$ cat src/rtl/wb_sdram_bist_if.sv
// rtl/wb_sdram_bist_if.sv - Wishbone bus bundle between the SDRAM BIST master and the memory slave
interface wb_sdram_bist_if #(
   parameter int dw     = 32,
   parameter int APP_AW = 26
);
   logic              wb_cyc_o;
   logic              wb_stb_o;
   logic              wb_we_o;
   logic [APP_AW-1:0] wb_addr_o;
   logic [dw-1:0]     wb_dat_o;
   logic [dw/8-1:0]   wb_sel_o;
   logic [2:0]        wb_cti_o;
   logic              wb_ack_i;
   logic [dw-1:0]     wb_dat_i;

   modport master (
      output wb_cyc_o, wb_stb_o, wb_we_o, wb_addr_o, wb_dat_o, wb_sel_o, wb_cti_o,
      input  wb_ack_i, wb_dat_i
   );

   modport slave (
      input  wb_cyc_o, wb_stb_o, wb_we_o, wb_addr_o, wb_dat_o, wb_sel_o, wb_cti_o,
      output wb_ack_i, wb_dat_i
   );
endinterface

$ cat src/rtl/wb_sdram_bist.sv
// rtl/wb_sdram_bist.sv - Wishbone SDRAM write/read-back BIST engine
// Writes a pattern over a word range in bursts, reads it back and counts mismatches.
module wb_sdram_bist #(
   parameter int dw        = 32,
   parameter int APP_AW    = 26,
   parameter int BURST_LEN = 8,
   parameter int CNT_W     = 16,
   parameter int TIMEOUT   = 1024
) (
   input  logic              wb_clk_i,
   input  logic              wb_rst_i,
   input  logic              sdr_init_done,
   input  logic              start,
   input  logic [1:0]        mode,
   input  logic [dw-1:0]     seed,
   input  logic [APP_AW-1:0] base_addr,
   input  logic [CNT_W-1:0]  word_count,
   wb_sdram_bist_if.master   wb,
   output logic              busy,
   output logic              done,
   output logic              pass,
   output logic              timeout_err,
   output logic [CNT_W-1:0]  err_count,
   output logic [APP_AW-1:0] first_err_addr
);
   localparam int               BYTES   = dw / 8;
   localparam int               TW      = $clog2(TIMEOUT + 1);
   localparam logic [CNT_W-1:0] BMASK   = CNT_W'(BURST_LEN - 1);
   localparam logic [2:0]       CTI_INC = 3'b010;
   localparam logic [2:0]       CTI_END = 3'b111;

   typedef enum logic [2:0] {IDLE, WAIT_INIT, WRITE, WGAP, READ, RGAP, DONE} state_t;

   state_t            r_state;
   logic [1:0]        r_mode;
   logic [dw-1:0]     r_seed;
   logic [APP_AW-1:0] r_base, r_addr, r_wb_addr, r_first;
   logic [CNT_W-1:0]  r_count, r_idx, r_err;
   logic [TW-1:0]     r_tmo;
   logic              r_cyc, r_we, r_busy, r_done, r_pass, r_tmo_err;
   logic [dw-1:0]     r_dat;
   logic [dw/8-1:0]   r_sel;
   logic [2:0]        r_cti;

   function automatic logic [dw-1:0] f_pattern(input logic [1:0] m, input logic [dw-1:0] s,
                                               input logic [APP_AW-1:0] a, input logic [CNT_W-1:0] i);
      logic [dw-1:0] w_a;
      w_a = dw'(a);
      case (m)
         2'd0:    return w_a;
         2'd1:    return ~w_a;
         2'd2:    return dw'(1) << (i % CNT_W'(dw));
         default: return s + dw'(i);
      endcase
   endfunction

   function automatic logic [2:0] f_cti(input logic [CNT_W-1:0] i, input logic [CNT_W-1:0] last);
      return (((i & BMASK) == BMASK) || (i == last)) ? CTI_END : CTI_INC;
   endfunction

   logic [CNT_W-1:0]  w_last_idx, w_nxt_idx, w_err_nxt;
   logic [APP_AW-1:0] w_nxt_addr;
   logic [dw-1:0]     w_cur_dat, w_nxt_dat;
   logic [2:0]        w_cur_cti, w_nxt_cti;
   logic              w_final, w_mismatch;

   assign w_last_idx = r_count - CNT_W'(1);
   assign w_nxt_idx  = r_idx + CNT_W'(1);
   assign w_nxt_addr = r_addr + APP_AW'(BYTES);
   assign w_cur_dat  = f_pattern(r_mode, r_seed, r_addr, r_idx);
   assign w_nxt_dat  = f_pattern(r_mode, r_seed, w_nxt_addr, w_nxt_idx);
   assign w_cur_cti  = f_cti(r_idx, w_last_idx);
   assign w_nxt_cti  = f_cti(w_nxt_idx, w_last_idx);
   assign w_final    = (r_idx == w_last_idx);
   assign w_mismatch = (wb.wb_dat_i != w_cur_dat);
   assign w_err_nxt  = (w_mismatch && (r_err != '1)) ? r_err + CNT_W'(1) : r_err;

   always_ff @(posedge wb_clk_i) begin
      if (wb_rst_i) begin
         r_state   <= IDLE;
         r_mode    <= '0;
         r_seed    <= '0;
         r_base    <= '0;
         r_addr    <= '0;
         r_count   <= '0;
         r_idx     <= '0;
         r_tmo     <= '0;
         r_cyc     <= 1'b0;
         r_we      <= 1'b0;
         r_wb_addr <= '0;
         r_dat     <= '0;
         r_sel     <= '0;
         r_cti     <= 3'b000;
         r_busy    <= 1'b0;
         r_done    <= 1'b0;
         r_pass    <= 1'b0;
         r_tmo_err <= 1'b0;
         r_err     <= '0;
         r_first   <= '0;
      end else begin
         case (r_state)
            IDLE, DONE: begin
               if (start) begin
                  r_mode    <= mode;
                  r_seed    <= seed;
                  r_base    <= base_addr;
                  r_addr    <= base_addr;
                  r_count   <= word_count;
                  r_idx     <= '0;
                  r_done    <= 1'b0;
                  r_pass    <= 1'b0;
                  r_tmo_err <= 1'b0;
                  r_err     <= '0;
                  r_first   <= '0;
                  r_busy    <= 1'b1;
                  r_state   <= WAIT_INIT;
               end
            end
            WAIT_INIT, WGAP, RGAP: begin
               if (r_state == WAIT_INIT && r_count == '0) begin
                  r_busy  <= 1'b0;
                  r_done  <= 1'b1;
                  r_pass  <= 1'b1;
                  r_state <= DONE;
               end else if (r_state != WAIT_INIT || sdr_init_done) begin
                  // r_idx/r_addr already point at the word this burst starts with
                  r_cyc     <= 1'b1;
                  r_we      <= (r_state != RGAP);
                  r_wb_addr <= r_addr;
                  r_dat     <= (r_state != RGAP) ? w_cur_dat : '0;
                  r_cti     <= w_cur_cti;
                  r_sel     <= '1;
                  r_tmo     <= '0;
                  r_state   <= (r_state == RGAP) ? READ : WRITE;
               end
            end
            WRITE, READ: begin
               if (wb.wb_ack_i) begin
                  r_tmo <= '0;
                  if (!r_we) begin
                     r_err <= w_err_nxt;
                     if (w_mismatch && r_err == '0)
                        r_first <= r_addr;
                  end
                  if (w_final) begin
                     r_cyc  <= 1'b0;
                     r_we   <= 1'b0;
                     r_idx  <= '0;
                     r_addr <= r_base;
                     if (r_we) begin
                        r_state <= RGAP;
                     end else begin
                        r_busy  <= 1'b0;
                        r_done  <= 1'b1;
                        r_pass  <= (w_err_nxt == '0);
                        r_state <= DONE;
                     end
                  end else begin
                     r_idx  <= w_nxt_idx;
                     r_addr <= w_nxt_addr;
                     if (r_cti == CTI_END) begin
                        r_cyc   <= 1'b0;
                        r_state <= r_we ? WGAP : RGAP;
                     end else begin
                        r_wb_addr <= w_nxt_addr;
                        r_dat     <= r_we ? w_nxt_dat : '0;
                        r_cti     <= w_nxt_cti;
                     end
                  end
               end else if (r_tmo == TW'(TIMEOUT - 1)) begin
                  r_cyc     <= 1'b0;
                  r_we      <= 1'b0;
                  r_tmo_err <= 1'b1;
                  r_busy    <= 1'b0;
                  r_done    <= 1'b1;
                  r_pass    <= 1'b0;
                  r_state   <= DONE;
               end else begin
                  r_tmo <= r_tmo + TW'(1);
               end
            end
            default: r_state <= IDLE;
         endcase
      end
   end

   assign wb.wb_cyc_o    = r_cyc;
   assign wb.wb_stb_o    = r_cyc;
   assign wb.wb_we_o     = r_we;
   assign wb.wb_addr_o   = r_wb_addr;
   assign wb.wb_dat_o    = r_dat;
   assign wb.wb_sel_o    = r_sel;
   assign wb.wb_cti_o    = r_cti;
   assign busy           = r_busy;
   assign done           = r_done;
   assign pass           = r_pass;
   assign timeout_err    = r_tmo_err;
   assign err_count      = r_err;
   assign first_err_addr = r_first;
endmodule
$ cat src/flat_wrapper.sv
// flat-port wrapper written by rule: the top's interface ports become plain ports
module wb_sdram_bist_flat 
#(
   parameter int dw        = 32,
   parameter int APP_AW    = 26,
   parameter int BURST_LEN = 8,
   parameter int CNT_W     = 16,
   parameter int TIMEOUT   = 1024
)
  (wb_clk_i, wb_rst_i, sdr_init_done, start, mode, seed, base_addr, word_count, busy, done, pass, timeout_err, err_count, first_err_addr, wb_wb_cyc_o, wb_wb_stb_o, wb_wb_we_o, wb_wb_addr_o, wb_wb_dat_o, wb_wb_sel_o, wb_wb_cti_o, wb_wb_ack_i, wb_wb_dat_i);
  wb_sdram_bist_if #(.dw(dw), .APP_AW(APP_AW)) wb_i ();
  input  logic wb_clk_i;
  input  logic wb_rst_i;
  input  logic sdr_init_done;
  input  logic start;
  input  logic [1:0] mode;
  input  logic [dw-1:0] seed;
  input  logic [APP_AW-1:0] base_addr;
  input  logic [CNT_W-1:0] word_count;
  output logic busy;
  output logic done;
  output logic pass;
  output logic timeout_err;
  output logic [CNT_W-1:0] err_count;
  output logic [APP_AW-1:0] first_err_addr;
  output wire logic [$bits(wb_i.wb_cyc_o)-1:0] wb_wb_cyc_o;
  output wire logic [$bits(wb_i.wb_stb_o)-1:0] wb_wb_stb_o;
  output wire logic [$bits(wb_i.wb_we_o)-1:0] wb_wb_we_o;
  output wire logic [$bits(wb_i.wb_addr_o)-1:0] wb_wb_addr_o;
  output wire logic [$bits(wb_i.wb_dat_o)-1:0] wb_wb_dat_o;
  output wire logic [$bits(wb_i.wb_sel_o)-1:0] wb_wb_sel_o;
  output wire logic [$bits(wb_i.wb_cti_o)-1:0] wb_wb_cti_o;
  input wire logic [$bits(wb_i.wb_ack_i)-1:0] wb_wb_ack_i;
  input wire logic [$bits(wb_i.wb_dat_i)-1:0] wb_wb_dat_i;
  assign wb_wb_cyc_o = wb_i.wb_cyc_o;
  assign wb_wb_stb_o = wb_i.wb_stb_o;
  assign wb_wb_we_o = wb_i.wb_we_o;
  assign wb_wb_addr_o = wb_i.wb_addr_o;
  assign wb_wb_dat_o = wb_i.wb_dat_o;
  assign wb_wb_sel_o = wb_i.wb_sel_o;
  assign wb_wb_cti_o = wb_i.wb_cti_o;
  assign wb_i.wb_ack_i = wb_wb_ack_i;
  assign wb_i.wb_dat_i = wb_wb_dat_i;
  wb_sdram_bist #(.dw(dw), .APP_AW(APP_AW), .BURST_LEN(BURST_LEN), .CNT_W(CNT_W), .TIMEOUT(TIMEOUT)) u_core (.wb_clk_i(wb_clk_i), .wb_rst_i(wb_rst_i), .sdr_init_done(sdr_init_done), .start(start), .mode(mode), .seed(seed), .base_addr(base_addr), .word_count(word_count), .wb(wb_i), .busy(busy), .done(done), .pass(pass), .timeout_err(timeout_err), .err_count(err_count), .first_err_addr(first_err_addr));
endmodule
$ cat config.mk
export PLATFORM = sky130hd
export DESIGN_NAME = wb_sdram_bist_flat
export DESIGN_NICKNAME = d
export VERILOG_FILES = /design/src/rtl/wb_sdram_bist_if.sv /design/src/rtl/wb_sdram_bist.sv /design/src/flat_wrapper.sv
export SDC_FILE = /design/constraint.sdc
export NUM_CORES = 1
export LEC_CHECK = 0
export CAP_MARGIN = 15
export CORE_ASPECT_RATIO = 1.2
export CORE_MARGIN = 8
export CORE_UTILIZATION = 40
export DETAILED_ROUTE_END_ITERATION = 6
export GPL_TIMING_DRIVEN = 1
export PLACE_DENSITY_LB_ADDON = 0.15
export SYNTH_ARGS = -nofsm -noshare
export SYNTH_HDL_FRONTEND = slang
export SYNTH_SLANG_ARGS = --single-unit
$ cat constraint.sdc
create_clock -name wb_clk_i -period 4.8 [get_ports wb_clk_i]
set_input_delay 0.48 -clock wb_clk_i [delete_from_list [all_inputs] [get_ports wb_clk_i]]
set_output_delay 0.48 -clock wb_clk_i [all_outputs]
set_load 0.02 [all_outputs]
Yosys cells after proc, flatten, opt, wreduce, memory -nomap -nowiden
Cells that the tools add are included.

Logic and storage cells: 184. Register bits: 242. Bits of input ports: 113. Output and inout bits: 114.

Multiplexer cells: 88. Bitwise logic cells: 3. Add/sub/neg operators: 7. Eq/ne operators: 35. Shift operators: 2. Reduce and logical (&&, ||, !) cells: 29.

Operator list (count): two-way mux 26 bit (12); two-way mux 32 bit (7); case mux 32 bit (3 select lines) (2); case mux 26 bit (2 select lines) (3); two-way mux 16 bit (6); adder 32 x 16 -> 32 bit (2); NOT 26 -> 32 bit (2); case mux 16 bit (2 select lines) (2); case mux 32 bit (2 select lines) (1); left shift 1 x 5 -> 32 bit, first input constant (2); logical NOT 16 bit (3); two-way mux 3 bit (16); two-way mux 11 bit (4); adder 16 x 1 -> 16 bit, second input constant (2); == test 16 bit (2); inequality test 32 bit (1); adder 26 x 3 -> 26 bit, second input constant (1); two-way mux 1 bit (25); case mux 11 bit (2 select lines) (1); == test 3 bit, second input constant (6); inequality test 16 bit, second input constant (1); AND reduction 4 bit (4); subtractor 16 x 1 -> 16 bit, second input constant (1); AND reduction 5 bit (3); other kinds (29) (55).

Depth between registers and ports, before layout
Gate-level depths: netlist (run 1).

Depth in word-level cells: 10. Mapped depth: 19. Depth with buffers taken out: 17.

Worst setup path before layout (run 1)
Ideal clock, no wire load.

Path type: reg2reg. Start point: reg u_core.r_idx[3]. End point: reg u_core.r_dat[25] (netlist: u_core.wb.wb_dat_o[25]). Path buffers: 2. Path slack: 271 ps. Required time: 4709 ps. Arrival: 4438 ps. Stages on the path, launching flop included: 20. Setup time: 91 ps. Period minus slack after synthesis: 4529 ps. Cells stage by stage: dfxtp_1 > and2_1 > buf_2 > and4_1 > clkbuf_1 > nand2_1 > or3_1 > xor2_1 > inv_1 > ha_1 > nand3_1 > nor3b_1 > nor2_1 > a2111oi_0 > o31ai_1 > nor3_1 > nand3_1 > xnor2_1 > o21ai_0 > a311oi_1.

Cells in the longest elaborated chain, start to end: 8. Elaborated cells between the ends (all ways): 18. Classes of those cells: 3 x add/sub; 2 x eq/ne; 2 x shift; 10 x mux; 1 x reduce/logical.

RTL lines: start: declaration (line wb_sdram_bist.sv:38) `logic [CNT_W-1:0] r_count, r_idx, r_err;`; start signal: assignment (line wb_sdram_bist.sv:159) `r_idx <= w_nxt_idx;`; adder 16 x 1 -> 16 bit (line wb_sdram_bist.sv:68) `assign w_nxt_idx = r_idx + CNT_W'(1);`; adder 32 x 16 -> 32 bit or left shift 1 x 5 -> 32 bit (tied branches) (line wb_sdram_bist.sv:53, wb_sdram_bist.sv:52); case mux 32 bit (3 select lines) (line wb_sdram_bist.sv:49) `case (m)`; two-way mux 32 bit (line wb_sdram_bist.sv:166) `r_dat <= r_we ? w_nxt_dat : '0;`; two-way mux 32 bit (line wb_sdram_bist.sv:161) `if (r_cti == CTI_END) begin`; two-way mux 32 bit (line wb_sdram_bist.sv:145) `if (w_final) begin`; two-way mux 32 bit (line wb_sdram_bist.sv:138) `if (wb.wb_ack_i) begin`; case mux 32 bit (2 select lines) (line wb_sdram_bist.sv:101) `case (r_state)`; end signal: assignment (line wb_sdram_bist.sv:130) `r_dat <= (r_state != RGAP) ? w_cur_dat : '0;`; end signal: assignment (line wb_sdram_bist.sv:166); end: declaration (line wb_sdram_bist.sv:41) `logic [dw-1:0] r_dat;`.

Several ways; a longest one is shown, not always the timed one. The select of a mux whose other input is x is not followed. A chain may end at the register's enable or synchronous reset.

Worst setup path in the final report (run 1)
Start point: reg u_core.r_idx[5]. End point: reg u_core.r_pass (netlist: u_core.pass).

Cells in the longest elaborated chain, start to end: 10. Elaborated cells between the ends (all ways): 13. Classes of those cells: 1 x add/sub; 3 x eq/ne; 6 x mux; 3 x reduce/logical.

RTL lines: adder 32 x 16 -> 32 bit (line wb_sdram_bist.sv:53) `default: return s + dw'(i);`; case mux 32 bit (3 select lines) (line wb_sdram_bist.sv:49); inequality test 32 bit (line wb_sdram_bist.sv:75) `assign w_mismatch = (wb.wb_dat_i != w_cur_dat);`; logical AND 1 bit (line wb_sdram_bist.sv:76) `assign w_err_nxt = (w_mismatch && (r_err != '1)) ? r_err + CNT_W'(1) : r_err;`; two-way mux 16 bit (line wb_sdram_bist.sv:76); logical NOT 16 bit (line wb_sdram_bist.sv:155) `r_pass <= (w_err_nxt == '0);`; two-way mux 1 bit (line wb_sdram_bist.sv:150) `if (r_we) begin`; two-way mux 1 bit (line wb_sdram_bist.sv:145); two-way mux 1 bit (line wb_sdram_bist.sv:138); case mux 1 bit (3 select lines) (line wb_sdram_bist.sv:101); end signal: assignment (line wb_sdram_bist.sv:155); end: declaration (line wb_sdram_bist.sv:40) `logic r_cyc, r_we, r_busy, r_done, r_pass, r_tmo_err;`.

Several ways; a longest one is shown, not always the timed one. The select of a mux whose other input is x is not followed.

==> metrics.txt, run 1 <==
Sw Share 47.4%; worst slew pin tran between 0.9 and 1 ns; normalized max-slew margin 34.5%; DRT iter0 DRCs roughly 1700; Synth top cells by count nand2_1, nor2_1, dfxtp_1, a21oi_1, clkbuf_1; endpoint type of the worst setup path flip-flop; Port-buffer cells ~230; Finished Layout Cells 3270; Core Area 44600 um^2; Design Area, Final between 20000 and 25000 um^2; Worst Setup EP u_core.pass; ys flop type dfxtp_1; status finished clean; part of the power in registers 26.7%; register bit total from synthesis around 240; Remaining DRCs 0; gpl congestion 0.973; dominant cell by count in the synthesized netlist nand2_1; width of the chip 209 um; max-slew violation count 0; reg2reg end u_core.pass; post-synthesis xor/xnor area fraction 8.41%; Setup CP Type reg -> reg; Die H about 250 um; clock skew 0.0244 ns; Simple-Gate Fraction of Synth Area between 20 and 30%; adder-cell share of the synthesized area roughly 3.5%; Hold Crit Class in -> reg; fin util 50.3%; CTS tree built; wire length per cell between 20 and 25 um; Post-DP HPWL between 60000 and 70000 um; combinational family with the most area after synthesis simple AND/OR/NAND/NOR gates; Tcrit/Tclk final 96.9%; initial core utilization roughly 40%; number of vias per cell 6.04; worst hold slack roughly 0.45 ns; CTS Hold Bufs 0; worst r2r src u_core.r_idx[5]; Final Setup Violations 0; Root Buffer clkbuf_16; sequential fraction of the synthesis area a little over a quarter; post-synth cell types ~110; GRT Total Usage approximately 29%; max frequency ~0.22 GHz; register area ~4800 um^2; share of cells above drive strength 1 11.5%; largest net degree at the start of global routing 125; vias in the first global route ~19000; post-synthesis cell area ~18000 um^2; first-pass GRT wire length about 120000 um; nets between 2000 and 3000; Synth top area share 26.9%; max cap viols 0; R2R setup slack about 0.15 ns; worst vdd ir roughly 0.57 mV; Placed Area between 20000 and 25000 um^2; number of synthesized flops with an enable pin 0; Compound-Gate Fraction of Synth Area 26.3%; Worst EP arrival between 5 and 6 ns; Cell Int Power around 6.3 mW; Final min period 4.65 ns; Cells after Synth roughly 2500; top cell type by total area after synthesis dfxtp_1; Layout fillers between 4000 and 5000; DR pass1 iterations 5; Syn Nets 2627; htree depth 1; RSZ-0062 raised after global routing false; CTS max path bufs 3; post-route setup slack between 0.1 and 0.15 ns; Worst R2R Path Depth 17; gr ovfl total 0; pwr/cell area between 500 and 600 nW/um^2; row count 85; mux cell area share after synthesis 1.19%; CP startpoint kind flip-flop; dpl ws -0.156 ns; Area Growth Syn to Fin 25.2%; CTS Sinks ~240; die area 51900 um^2; Async SR Flop Fraction 0%; antenna violations before repair 3; Synth warnings 0; Logic pwr share 55.7%; multi-input logic area 12100 um^2; placed cells 3210; cts bufs inserted 27; Syn Area/Cell a little over 7 um^2; Routed Antenna Nets 0; worst setup path start u_core.r_idx[5]; Post-Route WL a little under 80000 um; Final Hold Fails 0; clk_lat worst skew 0.57 ns; critical-path maximum fanout 8; largest cells by area after synthesis dfxtp_1, nand2_1, nor2_1, a21oi_1, xnor2_1; I/O pins 227; Vias 19800; CP Data Required Time 5.28 ns; Leakage between 8 and 9 nW; Clk network pwr share 17.6%; Switch Pwr 5.65 mW; clock slew at reported path FFs 0.06 ns
-- through the flow --
stage	power (mW)	TNS, ns
after global placement	9.64	-0.516
after CTS	11.9	0
final	11.9	0
after floorplan	7.10	0
after global routing	12.6	0
after detailed placement	9.71	-2.71
-- cell families (layout without fill, tap and decap cells) --
| group | after synthesis | after routing |
|---|---|---|
| simple gates | 1031 | 1031 |
| compound gates | 694 | 694 |
| buf+inv | 257 | 496 |
| flops | 241 | 241 |
| xor+xnor | 172 | 172 |
| fa+ha+maj | 49 | 49 |
| mux | 21 | 21 |
| other cells | 0 | 1 |
-- per-layer routing --
layer  track usage [%]  wire length, um  vias up
met2              48.7            37000      800
met1              36.5            33000     9476
met3              3.46             4770      146
met4              11.1             2930        2
li1                  -                -     9340
met5                 0               12        -
-- how the worst min path moves through the flow --
stage | from | to | slack, ns | cells past startpoint
after detailed placement | u_core.wb.wb_addr_o[16] | u_core.wb.wb_addr_o[16] | 0.44 | 2
final | mode[0] | u_core.r_mode[0] | 0.45 | 3
after global routing | word_count[9] | u_core.r_count[9] | 0.46 | 3
after global placement | u_core.r_base[2] | u_core.r_base[2] | 0.44 | 2
after CTS | word_count[11] | u_core.r_count[11] | 0.43 | 3
after floorplan | u_core.r_base[2] | u_core.r_base[2] | 0.43 | 2
-- timing repair --
action / 4_1_cts / 5_1_grt
cloned: 0 / 1
endpoints found under the setup margin: 27 / 44
gates resized for setup: 4 / 22
setup buffers: 1 / 7
pin swaps: 1 / 12
-- state kept, by name (all words and copies together) (netlist names) --
| register | flops |
|---|---|
| u_core.first_err_addr | 26 |
| u_core.busy | 1 |
| u_core.pass | 1 |
| u_core.r_tmo | 11 |
| u_core.r_addr | 26 |
| u_core.wb.wb_cyc_o | 1 |
| u_core.wb.wb_we_o | 1 |
| u_core.done | 1 |
| u_core.wb.wb_dat_o | 32 |
| u_core.wb.wb_sel_o | 1 |
| u_core.r_base | 26 |
| u_core.r_mode | 2 |
| u_core.wb.wb_cti_o | 2 |
| u_core.timeout_err | 1 |
| u_core.wb.wb_addr_o | 26 |
| u_core.r_seed | 32 |
| u_core.r_idx | 16 |
| u_core.err_count | 16 |
| u_core.r_state | 3 |
| u_core.r_count | 16 |
-- layout make-up --
class / count / share of cell area [%]
clock buffer: 37 / 3.49
clock inverter: 13 / 0.496
timing repair buffer: 402 / 16.5
multi-input combinational: 1967 / 54.1
inverter: 44 / 0.736
sequential: 241 / 21.5
antenna: 1 / 0.0112
tap: 565 / 3.15
-- worst max-delay path, stage by stage, from the launching register on --
cell,delay [ns]
dfxtp_1,0.34
ha_1,0.45
o21a_1,0.23
nor3b_1,0.38
a21oi_1,0.13
buf_4,0.16
o22ai_1,0.24
buf_4,0.21
o21ai_0,0.11
xnor2_1,0.16
nor2_1,0.24
mux2i_1,0.50
and4_2,0.46
a21oi_4,0.10
buf_4,0.14
a311oi_2,0.22
o2111ai_1,0.15
o41ai_2,0.33
-- power groups by stage --
stage | registers (mW) | logic, mW | clock network [mW]
finish | 3.19 | 6.64 | 2.10
global route | 3.25 | 7.14 | 2.23
CTS | 3.17 | 6.54 | 2.15
detailed placement | 3.21 | 6.49 | 0
global placement | 3.20 | 6.44 | 0
floorplan | 3.20 | 3.90 | 0
-- cell usage in the layout, fill, tap and decap left out, drive strengths merged, types with 36 or more instances in the layout --
cell | synthesis | routed
nor2 | 271 | 271
a21oi | 202 | 202
a311oi | 40 | 40
nand3 | 76 | 76
xnor2 | 103 | 103
nand2 | 354 | 354
xor2 | 69 | 69
inv | 43 | 45
nor3 | 62 | 62
ha | 47 | 47
buf | 67 | 175
clkdlybuf4s50 | 0 | 225
dfxtp | 241 | 241
clkbuf | 146 | 39
and3 | 36 | 36
nand4 | 39 | 39
o21ai | 125 | 125
a211oi | 66 | 66
Note: power is estimated with default switching activity, not from simulation.
==> inputs of run 2 (changes only) <==
--- a/config.mk
+++ b/config.mk
@@ -9,6 +9,7 @@
 export CORE_ASPECT_RATIO = 1.2
 export CORE_MARGIN = 8
 export CORE_UTILIZATION = 40
+export CTS_CLUSTER_DIAMETER = 120
 export DETAILED_ROUTE_END_ITERATION = 6
 export GPL_TIMING_DRIVEN = 1
 export PLACE_DENSITY_LB_ADDON = 0.15
==> results of run 2 <==
No change in the layout: final DEF, timing and power equal those of run 1.
==> inputs of run 3 (changes only) <==
==> constraint.sdc (replaced) <==
create_clock -name wb_clk_i -period 5.87 [get_ports wb_clk_i]
set_input_delay 0.587 -clock wb_clk_i [delete_from_list [all_inputs] [get_ports wb_clk_i]]
set_output_delay 0.587 -clock wb_clk_i [all_outputs]
set_load 0.02 [all_outputs]
==> run 3 against run 2 <==
Net effect: clock-buffer cell count rose by 4; setup slack improved by 0.34 ns; sequential power fell by 16%; first-iteration DRC count rose by 6.2%; clock power fell by 12%; largest power group unchanged.
==> metrics.txt, run 3 (synthesized netlist as in run 1, its figures left out) <==
status finished clean (unchanged); Post-Route WL 77200 um (was 77800 um); Final min period 5.38 ns (was 4.65 ns); max frequency 0.186 GHz (was 0.215 GHz); Core Area 44600 um^2 (unchanged); CP delay by family, top simple AND/OR/NAND/NOR gates (was compound AO/OA/AOI/OAI gates); share of cells above drive strength 1 6.32% (was 11.5%); Hold Crit Class in -> reg (unchanged); Clk network pwr share 19.1% (was 17.6%); multi-input logic area 12000 um^2 (was 12100 um^2); Post-DP HPWL 58900 um (was 60600 um); max-slew violation count 0 (unchanged); critical-path maximum fanout 14 (was 8); Worst path most repeated cell nand3_1 (was buf_4); commonest non-fill, non-tap cells in the layout nand2_1, nor2_1, dfxtp_1 (unchanged); Root Buffer clkbuf_16 (unchanged); fin util 47.9% (was 50.3%); nets 2719 (was 2845); met3 usage in global routing 3.90% (was 3.46%); met1 Resource Use GR 36.8% (was 36.5%); Area Growth Syn to Fin 19.2% (was 25.2%); worst vdd ir 0.279 mV (was 0.569 mV); Hold Startpoint wb_rst_i (was mode[0]); htree depth 1 (unchanged); Switch Pwr 4.57 mW (was 5.65 mW); GR Util met2 48.0% (was 48.7%); Worst R2R Path Depth 15 (was 17); Sw Share 47.4% (about the same); setup_tns 0 ns (unchanged); worst slew pin tran 1.11 ns (was 0.981 ns); Port-buffer cells 226 (unchanged); worst path cell trace and2_1 > and4_1 > nand2_1 > nor3_1 > nand3_1 > xnor2_1 > ha_1 > nand3_1 > a2111oi_0 > buf_4 > o31ai_1 > o21ai_0 > a311oi_1 > o22ai_1 > nor2_1 (was ha_1 > o21a_1 > nor3b_1 > a21oi_1 > buf_4 > o22ai_1 > buf_4 > o21ai_0 > xnor2_1 > nor2_1 > mux2i_1 > and4_2 > a21oi_4 > buf_4 > a311oi_2 > o2111ai_1 > o41ai_2); Remaining DRCs 0 (unchanged); DRT iter0 DRCs 1775 (was 1671); gr ovfl total 0 (unchanged); part of the power in registers 27.8% (was 26.7%); initial core utilization 40.2% (unchanged); normalized max-slew margin 25.8% (was 34.5%); Leakage 7.56 nW (was 8.21 nW); Max stage delay on crit path 0.75 ns (was 0.50 ns); largest net degree at the start of global routing 194 (was 125); I/O pins 227 (unchanged); gpl congestion 0.978 (was 0.973); Final Setup Violations 0 (unchanged); RSZ-0062 raised after global routing false (unchanged); Post-CTS Resized 0 (was 4); ANT cells 0 (was 1); wire length per cell 24.6 um (was 23.8 um); vias in the first global route 18300 (was 18700); clock slew at reported path FFs 0.07 ns (was 0.06 ns); CP startpoint kind flip-flop (unchanged); CTS Sinks 241 (unchanged); worst r2r src u_core.r_idx[2] (was u_core.r_idx[5]); Setup CP Type reg -> reg (unchanged); CTS max path bufs 3 (unchanged); first-pass GRT wire length 116000 um (about the same); overall power 9.65 mW (was 11.9 mW); Vias 19300 (was 19800); hold path depth 2 (was 3); pwr/cell area 452 nW/um^2 (was 532 nW/um^2); Buf/Inv on CP 1 (was 3); Final Hold Fails 0 (unchanged); row count 85 (unchanged); clk_lat worst skew 0.57 ns (about the same); register area 4830 um^2 (unchanged); CTS Hold Bufs 0 (unchanged); cts bufs inserted 28 (was 27); Post-CTS Setup Repair Bufs 0 (was 1); DR pass1 iterations 6 (was 5); Tcrit/Tclk final 91.6% (was 96.9%); max cap viols 0 (unchanged); R2R setup slack 0.49 ns (was 0.15 ns); Placed Area 20400 um^2 (was 21300 um^2); Design Area, Final 21400 um^2 (was 22400 um^2); Hold Path End u_core.r_seed[29] (was u_core.r_mode[0]); GRT Total Usage 28.5% (was 28.6%); critical path's slowest cell o31ai_1 (was mux2i_1); Layout fillers 4559 (was 4412); Die H 248 um (unchanged); antenna violations before repair 1 (was 3); number of vias per cell 6.15 (was 6.04); Logic pwr share 53.0% (was 55.7%); Cell Int Power 5.08 mW (was 6.27 mW); reg2reg end u_core.wb.wb_dat_o[21] (was u_core.pass); CP Data Required Time 6.37 ns (was 5.28 ns); endpoint type of the worst setup path flip-flop (unchanged); Top Usage Layer GRT met2 (unchanged); CTS tree built (unchanged); Worst EP arrival 5.88 ns (was 5.13 ns); width of the chip 209 um (unchanged); leading cell type in the layout, fill and taps excluded nand2_1 (unchanged); die area 51900 um^2 (unchanged); clock skew 0.0316 ns (was 0.0244 ns); Routed Antenna Nets 0 (unchanged)
[run 3: power by group through the flow]
| stage | Sequential (mW) | Clock (mW) | Combinational [mW] |
|---|---|---|---|
| floorplan | 2.62 | 0 | 3.19 |
| global placement | 2.69 | 0 | 5.02 |
| detailed placement | 2.71 | 0 | 5.06 |
| CTS | 2.67 | 1.88 | 5.08 |
| global route | 2.74 | 1.95 | 5.52 |
| finish | 2.69 | 1.85 | 5.12 |
[run 3: worst max-delay path by stage]
| stage | slack [ns] | to | from | cells after the start |
|---|---|---|---|---|
| floorplan | 1.34 | u_core.wb.wb_dat_o[25] | u_core.r_idx[3] | 19 |
| finish | 0.49 | u_core.wb.wb_dat_o[21] | u_core.r_idx[2] | 15 |
| detailed placement | 0.64 | u_core.wb.wb_dat_o[21] | u_core.r_idx[2] | 17 |
| CTS | 0.62 | u_core.wb.wb_dat_o[21] | u_core.r_idx[2] | 17 |
| global route | 0.03 | u_core.wb.wb_dat_o[25] | u_core.r_idx[2] | 19 |
| global placement | 0.74 | u_core.wb.wb_dat_o[21] | u_core.r_idx[2] | 15 |
[run 3: layer usage]
metal	vias to the layer above	routed length, um
met3	143	4950
met4	0	2790
li1	9096	-
met5	-	0
met2	730	36300
met1	9364	33200
[run 3: per-stage QoR]
step	std cells	hold WS (ns)	worst slack (ns)
2_1_floorplan	2465	0.432	1.34
3_3_place_gp	3092	0.439	0.744
3_5_place_dp	3092	0.446	0.641
4_1_cts	3143	0.406	0.618
5_1_grt	3143	0.440	0.0298
6_report	3143	0.416	0.493
[run 3: cell type report]
cell class | instances | share of cell area (%)
clock buffer | 41 | 3.89
clock inverter | 10 | 0.633
inverter | 44 | 0.773
multi-input combinational | 1967 | 56.3
sequential | 241 | 22.6
tap | 565 | 3.31
timing repair buffer | 275 | 12.4
